### config.mk
export PLATFORM = sky130hd
export DESIGN_NAME = cam_dvp_source
export DESIGN_NICKNAME = d
export VERILOG_FILES = /design/src/rtl/cam_dvp_pkg.sv /design/src/rtl/cam_dvp_pattern.sv /design/src/rtl/cam_dvp_source.sv
export SDC_FILE = /design/constraint.sdc
export NUM_CORES = 1
export LEC_CHECK = 0
export BUFFER_PORTS_ARGS = -buffer_cell sky130_fd_sc_hd__buf_2
export CORE_MARGIN = 4
export CORE_UTILIZATION = 30
export CTS_CLUSTER_SIZE = 40
export DETAILED_ROUTE_END_ITERATION = 7
export PLACE_DENSITY = 0.44
export SYNTH_ARGS = -nofsm -noshare
export SYNTH_HDL_FRONTEND = slang
export SYNTH_SLANG_ARGS = --single-unit
### constraint.sdc
create_clock -name clk -period 3.8 [get_ports clk]
set_input_delay 0.76 -clock clk [delete_from_list [all_inputs] [get_ports clk]]
set_output_delay 0.76 -clock clk [all_outputs]
set_load 0.01 [all_outputs]
### src/rtl/cam_dvp_pkg.sv
// Shared types for the DVP test-pattern source: FSM states, pattern codes, colour-bar palette.
// Pure declarations; no timing or flow control of its own.
package cam_dvp_pkg;

    typedef enum logic [2:0] {
        ST_IDLE,
        ST_VSYNC,
        ST_VBACK,
        ST_ACTIVE,
        ST_VFRONT
    } state_t;

    typedef enum logic [1:0] {
        PAT_BARS  = 2'd0,
        PAT_RAMP  = 2'd1,
        PAT_FLAT  = 2'd2,
        PAT_CHECK = 2'd3
    } pat_sel_t;

    localparam logic [11:0] BAR_WHITE   = 12'hFFF;
    localparam logic [11:0] BAR_YELLOW  = 12'hFF0;
    localparam logic [11:0] BAR_CYAN    = 12'h0FF;
    localparam logic [11:0] BAR_GREEN   = 12'h0F0;
    localparam logic [11:0] BAR_MAGENTA = 12'hF0F;
    localparam logic [11:0] BAR_RED     = 12'hF00;
    localparam logic [11:0] BAR_BLUE    = 12'h00F;
    localparam logic [11:0] BAR_BLACK   = 12'h000;

    function automatic logic [11:0] bar_colour(input logic [2:0] idx);
        case (idx)
            3'd0:    return BAR_WHITE;
            3'd1:    return BAR_YELLOW;
            3'd2:    return BAR_CYAN;
            3'd3:    return BAR_GREEN;
            3'd4:    return BAR_MAGENTA;
            3'd5:    return BAR_RED;
            3'd6:    return BAR_BLUE;
            default: return BAR_BLACK;
        endcase
    endfunction

endpackage

### src/rtl/cam_dvp_pattern.sv
// Combinational RGB444 pixel generator from pixel position, bar index, pattern select and frame count.
// Zero latency; no flow control.
module cam_dvp_pattern
    import cam_dvp_pkg::*;
(
    input  logic [9:0]  x,
    input  logic [9:0]  y,
    input  logic [2:0]  bar,
    input  pat_sel_t    sel,
    input  logic [11:0] fcnt,
    output logic [11:0] pix
);

    // Upper coordinate bits do not feed any pattern.
    logic unused_bits;
    assign unused_bits = ^{x[9:8], y[9:5]};

    always_comb begin
        pix = 12'h000;
        case (sel)
            PAT_BARS:  pix = bar_colour(bar);
            PAT_RAMP:  pix = {x[3:0], x[7:4], y[3:0]};
            PAT_FLAT:  pix = fcnt;
            PAT_CHECK: pix = (x[4] ^ y[4]) ? 12'hFFF : 12'h000;
            default:   pix = 12'h000;
        endcase
    end

endmodule

### src/rtl/cam_dvp_source.sv
// OV7670-style DVP transmitter: frame FSM, line/pixel counters, RGB444 byte mux, registered outputs.
// Outputs lag the FSM by one cycle; free-running source with no backpressure.
module cam_dvp_source
    import cam_dvp_pkg::*;
#(
    parameter int H_ACTIVE    = 640,
    parameter int H_BLANK     = 144,
    parameter int V_ACTIVE    = 480,
    parameter int VSYNC_LINES = 3,
    parameter int V_BACK      = 17,
    parameter int V_FRONT     = 10
) (
    input  logic        clk,
    input  logic        reset,
    input  logic        enable,
    input  logic [1:0]  pattern_sel,
    output logic        cam_vsynk,
    output logic        cam_href,
    output logic [7:0]  cam_data,
    output logic        frame_done,
    output logic [15:0] frame_cnt
);

    localparam int LINE_LEN  = 2 * H_ACTIVE + H_BLANK;
    localparam int HC_W      = $clog2(LINE_LEN);
    localparam int MAX_A     = (VSYNC_LINES > V_BACK) ? VSYNC_LINES : V_BACK;
    localparam int MAX_B     = (V_ACTIVE > V_FRONT) ? V_ACTIVE : V_FRONT;
    localparam int MAX_LINES = (MAX_A > MAX_B) ? MAX_A : MAX_B;
    localparam int VC_W      = (MAX_LINES > 1) ? $clog2(MAX_LINES) : 1;
    localparam int BAR_W     = H_ACTIVE / 8;
    localparam int BP_W      = (BAR_W > 1) ? $clog2(BAR_W) : 1;

    // ST_IDLE returned from next_state_of() marks the end of the frame.
    localparam state_t FIRST_ST = (VSYNC_LINES > 0) ? ST_VSYNC :
                                  (V_BACK > 0)      ? ST_VBACK :
                                  (V_ACTIVE > 0)    ? ST_ACTIVE : ST_VFRONT;

    function automatic state_t next_state_of(input state_t s);
        case (s)
            ST_VSYNC:  return (V_BACK > 0)   ? ST_VBACK  :
                              (V_ACTIVE > 0) ? ST_ACTIVE :
                              (V_FRONT > 0)  ? ST_VFRONT : ST_IDLE;
            ST_VBACK:  return (V_ACTIVE > 0) ? ST_ACTIVE :
                              (V_FRONT > 0)  ? ST_VFRONT : ST_IDLE;
            ST_ACTIVE: return (V_FRONT > 0)  ? ST_VFRONT : ST_IDLE;
            default:   return ST_IDLE;
        endcase
    endfunction

    function automatic logic [VC_W-1:0] last_line_of(input state_t s);
        case (s)
            ST_VSYNC:  return VC_W'(VSYNC_LINES - 1);
            ST_VBACK:  return VC_W'(V_BACK - 1);
            ST_ACTIVE: return VC_W'(V_ACTIVE - 1);
            ST_VFRONT: return VC_W'(V_FRONT - 1);
            default:   return '0;
        endcase
    endfunction

    state_t          state, state_n;
    logic [HC_W-1:0] hc, hc_n;
    logic [VC_W-1:0] vc, vc_n;
    logic            frame_end;
    logic            frame_start;
    state_t          after_st;

    pat_sel_t        sel_lat;
    logic [11:0]     fcnt_lat;
    logic [2:0]      bar;
    logic [BP_W-1:0] bar_px;

    logic            line_end;
    logic            in_href;
    logic [9:0]      px_x;
    logic [9:0]      px_y;
    logic [11:0]     pix;
    logic [7:0]      byte_dat;

    assign line_end = (hc == HC_W'(LINE_LEN - 1));
    assign in_href  = (state == ST_ACTIVE) && ({1'b0, hc} < (HC_W + 1)'(2 * H_ACTIVE));
    assign px_x     = 10'(hc[HC_W-1:1]);
    assign px_y     = 10'(vc);

    always_ff @(posedge clk) begin
        if (reset) begin
            state <= ST_IDLE;
            hc    <= '0;
            vc    <= '0;
        end else begin
            state <= state_n;
            hc    <= hc_n;
            vc    <= vc_n;
        end
    end

    always_comb begin
        state_n     = state;
        hc_n        = hc;
        vc_n        = vc;
        frame_end   = 1'b0;
        frame_start = 1'b0;
        after_st    = next_state_of(state);
        if (state == ST_IDLE) begin
            hc_n = '0;
            vc_n = '0;
            if (enable) begin
                state_n     = FIRST_ST;
                frame_start = 1'b1;
            end
        end else if (!line_end) begin
            hc_n = hc + 1'b1;
        end else begin
            hc_n = '0;
            if (vc != last_line_of(state)) begin
                vc_n = vc + 1'b1;
            end else begin
                vc_n = '0;
                if (after_st != ST_IDLE) begin
                    state_n = after_st;
                end else begin
                    frame_end = 1'b1;
                    if (enable) begin
                        state_n     = FIRST_ST;
                        frame_start = 1'b1;
                    end else begin
                        state_n = ST_IDLE;
                    end
                end
            end
        end
    end

    // Frame-start snapshot; the count includes the frame finishing now or just finished.
    always_ff @(posedge clk) begin
        if (reset) begin
            sel_lat  <= PAT_BARS;
            fcnt_lat <= '0;
        end else if (frame_start) begin
            sel_lat  <= pat_sel_t'(pattern_sel);
            fcnt_lat <= frame_cnt[11:0] + {11'b0, frame_done}
                        + {11'b0, (state != ST_IDLE)};
        end
    end

    // Bar index advances every BAR_W pixels, replacing an x/BAR_W divide.
    always_ff @(posedge clk) begin
        if (reset) begin
            bar    <= '0;
            bar_px <= '0;
        end else if (!in_href) begin
            bar    <= '0;
            bar_px <= '0;
        end else if (hc[0]) begin
            if (bar_px == BP_W'(BAR_W - 1)) begin
                bar_px <= '0;
                bar    <= bar + 3'd1;
            end else begin
                bar_px <= bar_px + 1'b1;
            end
        end
    end

    cam_dvp_pattern u_pattern (
        .x    (px_x),
        .y    (px_y),
        .bar  (bar),
        .sel  (sel_lat),
        .fcnt (fcnt_lat),
        .pix  (pix)
    );

    assign byte_dat = hc[0] ? pix[7:0] : {4'h0, pix[11:8]};

    always_ff @(posedge clk) begin
        if (reset) begin
            cam_vsynk  <= 1'b0;
            cam_href   <= 1'b0;
            cam_data   <= 8'h00;
            frame_done <= 1'b0;
            frame_cnt  <= 16'h0000;
        end else begin
            cam_vsynk  <= (state == ST_VSYNC);
            cam_href   <= in_href;
            cam_data   <= in_href ? byte_dat : 8'h00;
            frame_done <= frame_end;
            if (frame_done) begin
                frame_cnt <= frame_cnt + 16'd1;
            end
        end
    end

endmodule

[After elaboration in Yosys (flattened, before gate mapping)]
Cells that the tools add are included.
Cells by class
  multiplexer cells: 22
  multipliers: 0
  div/mod/pow operators: 0
  eq/ne operators: 18
  reductions and logical operators: 14
  add/sub/neg operators: 7
  bitwise gates (word level): 4
  shifts and indexed selects: 0
  magnitude comparators: 1
Operators with widths (count)
  12-bit one-hot mux with 7 select lines: 1
  12-bit one-hot mux with 4 select lines: 1
  9-bit one-hot mux with 4 select lines: 1
  9-bit two-way mux: 3
  12-bit by 1-bit adder with 12-bit output: 2
  16-bit by 1-bit adder with 16-bit output (second input constant): 1
  3-bit two-way mux: 5
  3-bit by 2-bit equality test with 1-bit output (second input constant): 4
  3-bit equality test (second input constant): 4
  12-bit two-way mux: 1
  11-bit by 1-bit adder with 11-bit output (second input constant): 1
  11-bit equality test (second input constant): 1
  11-bit < comparator (second input constant): 1
  9-bit by 1-bit adder with 9-bit output (second input constant): 1
  9-bit inequality test: 1
  3-bit one-hot mux with 3 select lines: 1
  7-bit by 1-bit adder with 7-bit output (second input constant): 1
  7-bit equality test (second input constant): 1
  1-bit two-way mux: 7
  7-bit two-way mux: 1
  3-bit by 1-bit equality test with 1-bit output (second input constant): 2
  3-bit zero test: 2
  3-bit nonzero test: 2
  3-bit OR reduction: 2
  14 further kinds: 19
Storage, ports and cells
  bits in writable memories: 0
  word-level logic and storage cells: 79
  memories kept: 0
  input bits: 5
  output and inout port bits: 27
  memory bits (read-only): 0
  bits in registers: 74
  bits in latches: 0

[Logic depth before layout (Yosys ltp)]
  word-level depth: 8
  mapped depth: 10
  depth with buffers taken out: 8

[By module]
From an unflattened synthesis, not the netlist that was laid out.
Second synthesis, totals
  cells, all modules: 398
  area, all modules: 3736.1 µm²
By module, submodules not included
  cam_dvp_source: area each 3385.7 µm², instances 1, cells each 379, seq. area each 1481.4 µm²
  cam_dvp_pattern: area each 350.3 µm², instances 1, cells each 19, seq. area each 0.0 µm²

[Worst setup path after synthesis]
No wires, ideal clock.
  path type: register -> register
  start: register state[2]
  end: register fcnt_lat[10]
  buffers on the path: 1
  data required time: 3.721 ns
  path slack: 1.712 ns
  arrival: 2.008 ns
  setup time: 0.079 ns
  cell stages (with the launch flop): 10
  clock period less this slack: 2.088 ns
  cells stage by stage: dfxtp_1 clkbuf_1 nor3_1 inv_1 fa_1 ha_1 nand3_1 nor3_1 xnor2_1 a211oi_2
On the way
  word-level cells in the longest chain between the ends: 8
  elaborated cells on any way between the ends: 17
  classes of those cells: add/sub: 1; eq/ne: 5; mux: 8; reduce/logical: 3
Ends and longest elaborated chain
  from (decl): line cam_dvp_source.sv:60  | state_t state, state_n;
  from (signal assigned): line cam_dvp_source.sv:90  | state <= state_n;
  3-bit equality test, or another cell as far along: line cam_dvp_source.sv:51  | case (s)
  9-bit one-hot mux with 4 select lines: line cam_dvp_source.sv:51
  9-bit two-way mux: line cam_dvp_source.sv:110  | end else if (!line_end) begin
  9-bit two-way mux: line cam_dvp_source.sv:103  | if (state == ST_IDLE) begin
  9-bit inequality test: line cam_dvp_source.sv:114  | if (vc != last_line_of(state)) begin
  1-bit two-way mux: line cam_dvp_source.sv:114
  1-bit two-way mux: line cam_dvp_source.sv:110
  1-bit two-way mux: line cam_dvp_source.sv:103
  to (signal assigned): line cam_dvp_source.sv:140  | fcnt_lat <= frame_cnt[11:0] + {11'b0, frame_done}
  to (decl): line cam_dvp_source.sv:68  | logic [11:0] fcnt_lat;
Several ways; a longest one is shown, not always the timed one. The select of a mux whose other input is x is not followed.
A chain may end at the register's enable or synchronous reset.

[Worst setup path after layout]
  start: register hc[0]
  end: register sel_lat[0]
On the way
  word-level cells in the longest chain between the ends: 3
Ends and longest elaborated chain
  from (decl): line cam_dvp_source.sv:61  | logic [HC_W-1:0] hc, hc_n;
  from (signal assigned): line cam_dvp_source.sv:91  | hc <= hc_n;
  11-bit equality test: line cam_dvp_source.sv:79  | assign line_end = (hc == HC_W'(LINE_LEN - 1));
  1-bit two-way mux: line cam_dvp_source.sv:110
  1-bit two-way mux: line cam_dvp_source.sv:103
  to (signal assigned): line cam_dvp_source.sv:139  | sel_lat <= pat_sel_t'(pattern_sel);
  to (decl): line cam_dvp_source.sv:67  | pat_sel_t sel_lat;
Every way passes these cells.

==> metrics.yaml <==
status: "complete, no violations"
clkTransAtPathRegs_ns: 0.06
power.total_uw: 1820
root_buffer: "clkbuf_16"
yosysSeqAreaShare_pct: 39.7
crit_arrival_ns: 3.08
slew_headroom_pct: 46.9
synth_edf_count: 0
grt_overflow: 0
crit_end: "sel_lat[0]$_SDFFE_PP0P_"
grt_max_degree: 43
cp-start-kind: "register"
yosysWarningCount: 0
cts_buffers: 9
p_leak_uw: 0.00157
placed_cells: 588
dieArea_sq_mm: 0.0143
rsz0062_at_grt: "false"
r2r_slack_ns: 0.98
dieWidth_um: 120
timing.fmax_ghz: 0.355
min_path_type: "reg -> reg"
async_flop_share_pct: 0
worstMarginPinSlew_ns: 0.797
cts_sinks: 74
clkLatencyLatePin_ns: 0.33
fillCellCount: 1281
reg2reg_from: "hc[0]$_SDFF_PP0_"
ys_ff_latch: 74
multiInputGateArea_sq_mm: 0.00206
slowest_delay_ns: 0.64
cts_hold_buf: 0
fin_skew_ns: 0.00442
antenna_found_initial: 0
vias_per_cell: 4.92
drtAntennaViolNets: 0
area_delta_synth_final_pct: 14.2
grt_use_total_pct: 13.1
period_needed_ns: 2.82
path_class: "reg -> reg"
p_per_area_mw_per_mm2: 426
dp_hpwl_um: 6380
path_cells: "ha_1 > and3_1 > and3_1 > o2111a_1 > a21o_1 > mux2i_1"
finalMaxSlewViolations: 0
final_cells: 604
rr_endpoint: "sel_lat[0]$_SDFFE_PP0P_"
syn_inst: 416
ys.flop_type: "dfxtp_1"
post_drt_wl_per_cell_um: 14.4
drt_iter0_markers: 205
drt_wl_total_um: 8730
cts_tree: "built"
grt_pass1_wl_um: 15000
io_buffer_count: 31
period_share_pct: 74.2
grt_pass1_vias: 2932
final.setup.tns_ns: 0
fin_nets: 447
setup_violations: 0
antennaDiodeCount: 0
critical_path_required_ns: 4.06
r2r_cells: 6
ios: 32
core-area_sq_mm: 0.0121
cts_max_path_buffers: 2
startpoint: "hc[0]$_SDFF_PP0_"
regArea_sq_mm: 0.00148
rows: 40
worst_path_most_repeated_cell: "and3_1"
die_h_um: 120
drc: 0
hold_viol_final: 0
via_count: 2972
dr.pass1.iters: 4
synth_cell_types: 52
drv_cap: 0
peakVddDrop_mv: 0.191
gp_congestion: 0.765
drive_gt1_share_pct: 14.9
syn_avg_cell_area_sq_um: 8.98
cts_setup_buffers: 0
end_kind: "register"
start_util_pct: 30.8
post_cts_resize_count: 0
slowest_stage: "a21o_1"
synth_area_sq_mm: 0.00373
syn_nets: 432
cp_max_fo: 14
htreeDepth: 3
[worst max-delay path, delay by kind of cell (launching register included)]
family	cells	cell delay [ns]
simple gates	2	0.60
fa+ha+maj	1	0.25
flops	1	0.55
mux	1	0.25
compound gates	2	1.10
[Yosys cell counts (2+ instances only)]
library cell	count	area share, %
dfxtp_1	74	40
or3b_2	3	0.70
nor4bb_1	2	0.54
a221oi_1	8	1.9
a21oi_1	24	3.2
nand4_1	17	2.8
a211oi_1	10	2.0
o211ai_1	2	0.40
buf_4	2	0.40
o21bai_1	2	0.40
nor4_1	3	0.50
o21ai_0	15	2.0
nand3_1	10	1.3
and4_1	2	0.47
nor3b_1	3	0.60
ha_1	10	3.4
nand2_1	22	2.2
nor3_1	9	1.2
clkbuf_1	14	1.4
buf_6	3	0.90
nand2b_1	10	1.7
and2_1	2	0.33
mux2i_1	8	2.1
xnor2_1	18	4.2
nor2b_1	7	1.2
and3_1	14	2.3
inv_1	8	0.80
buf_2	6	0.80
nor2_1	44	4.4
a211oi_2	10	3.4
or3_1	6	1.0
xor2_1	25	5.9
a22oi_1	4	0.80
[layer usage]
layer / track usage [%] / wire [um] / up-vias
met5: 0 / 0 / -
met2: 19.7 / 3800 / 42
met1: 17.8 / 4460 / 1397
met4: 4.87 / 145 / 0
met3: 3.63 / 313 / 14
li1: - / - / 1519
[placed cells by master, fill, tap and decap left out, types with 2 or more instances in the layout]
master     instances
a211oi_1          10
a211oi_2          10
a21oi_1           24
a221oi_1           8
a22oi_1            4
and2_1             2
and3_1            14
and4_1             2
buf_2             31
bufinv_16          2
clkbuf_16          9
clkinv_2           4
dfxtp_1           74
ha_1              10
inv_1              8
mux2i_1            8
nand2_1           22
nand2b_1          10
nand3_1           10
nand4_1           17
nor2_1            44
nor2b_1            7
nor3_1             9
nor3b_1            3
nor4_1             3
nor4bb_1           2
o211ai_1           2
o21ai_0           15
o21bai_1           2
or3_1              6
or3b_2             3
xnor2_1           18
xor2_1            25
[flip-flops by register name (all words and copies together) (netlist names)]
| name | cells |
|---|---|
| hc | 11 |
| frame_cnt | 16 |
| fcnt_lat | 12 |
| bar_px | 7 |
| cam_vsynk | 1 |
| bar | 3 |
| cam_data | 8 |
| frame_done | 1 |
| sel_lat | 2 |
| state | 3 |
| vc | 9 |
| cam_href | 1 |
[stage by stage]
step / setup slack [ns] / utilization (%) / cell area [sq um] / hold WS [ns]
after floorplan: 1.71 / - / 3730 / 0.449
after global placement: 1.10 / 32.6 / 3950 / 0.471
after detailed placement: 0.995 / 32.6 / 3950 / 0.480
after CTS: 0.985 / 35.2 / 4260 / 0.489
after global routing: 0.680 / 35.2 / 4260 / 0.510
final: 0.981 / 35.2 / 4260 / 0.487
[layout make-up]
cell class / count / area share (%)
timing repair buffer: 32 / 3.81
tap: 168 / 4.93
sequential: 74 / 34.7
clock inverter: 6 / 1.88
multi-input combinational: 306 / 48.3
inverter: 8 / 0.704
clock buffer: 10 / 5.60
[worst min path at each step]
stage	slack, ns	start	to	cells after the start
3_3_place_gp	0.47	frame_cnt[15]$_SDFFE_PP0P_	frame_cnt[15]$_SDFFE_PP0P_	2
6_report	0.49	bar_px[6]$_SDFFE_PP0P_	bar_px[6]$_SDFFE_PP0P_	2
4_1_cts	0.49	bar_px[6]$_SDFFE_PP0P_	bar_px[6]$_SDFFE_PP0P_	2
2_1_floorplan	0.45	fcnt_lat[0]$_SDFFE_PP0P_	fcnt_lat[0]$_SDFFE_PP0P_	2
5_1_grt	0.51	bar_px[6]$_SDFFE_PP0P_	bar_px[6]$_SDFFE_PP0P_	2
3_5_place_dp	0.48	bar_px[6]$_SDFFE_PP0P_	bar_px[6]$_SDFFE_PP0P_	2
[power breakdown]
part,total [uW],switching [uW],internal [uW],leakage [uW]
logic,101,63.1,37.4,0.000806
clock network,910,322,588,0.000162
registers,806,15.7,791,0.000599
[cells by family (layout without fill, tap and decap cells)]
logic type,count (synthesis),after routing,share of synthesized area [%]
AO/OA/AOI/OAI,84,84,16.3
XOR/XNOR,43,43,10.1
adder cells (fa/ha/maj),11,11,3.89
buffers and inverters,36,56,5.16
flip-flops,74,74,39.7
multiplexers,8,8,2.14
AND/OR/NAND/NOR,160,160,22.7
Power figures use the tool's default switching activity.
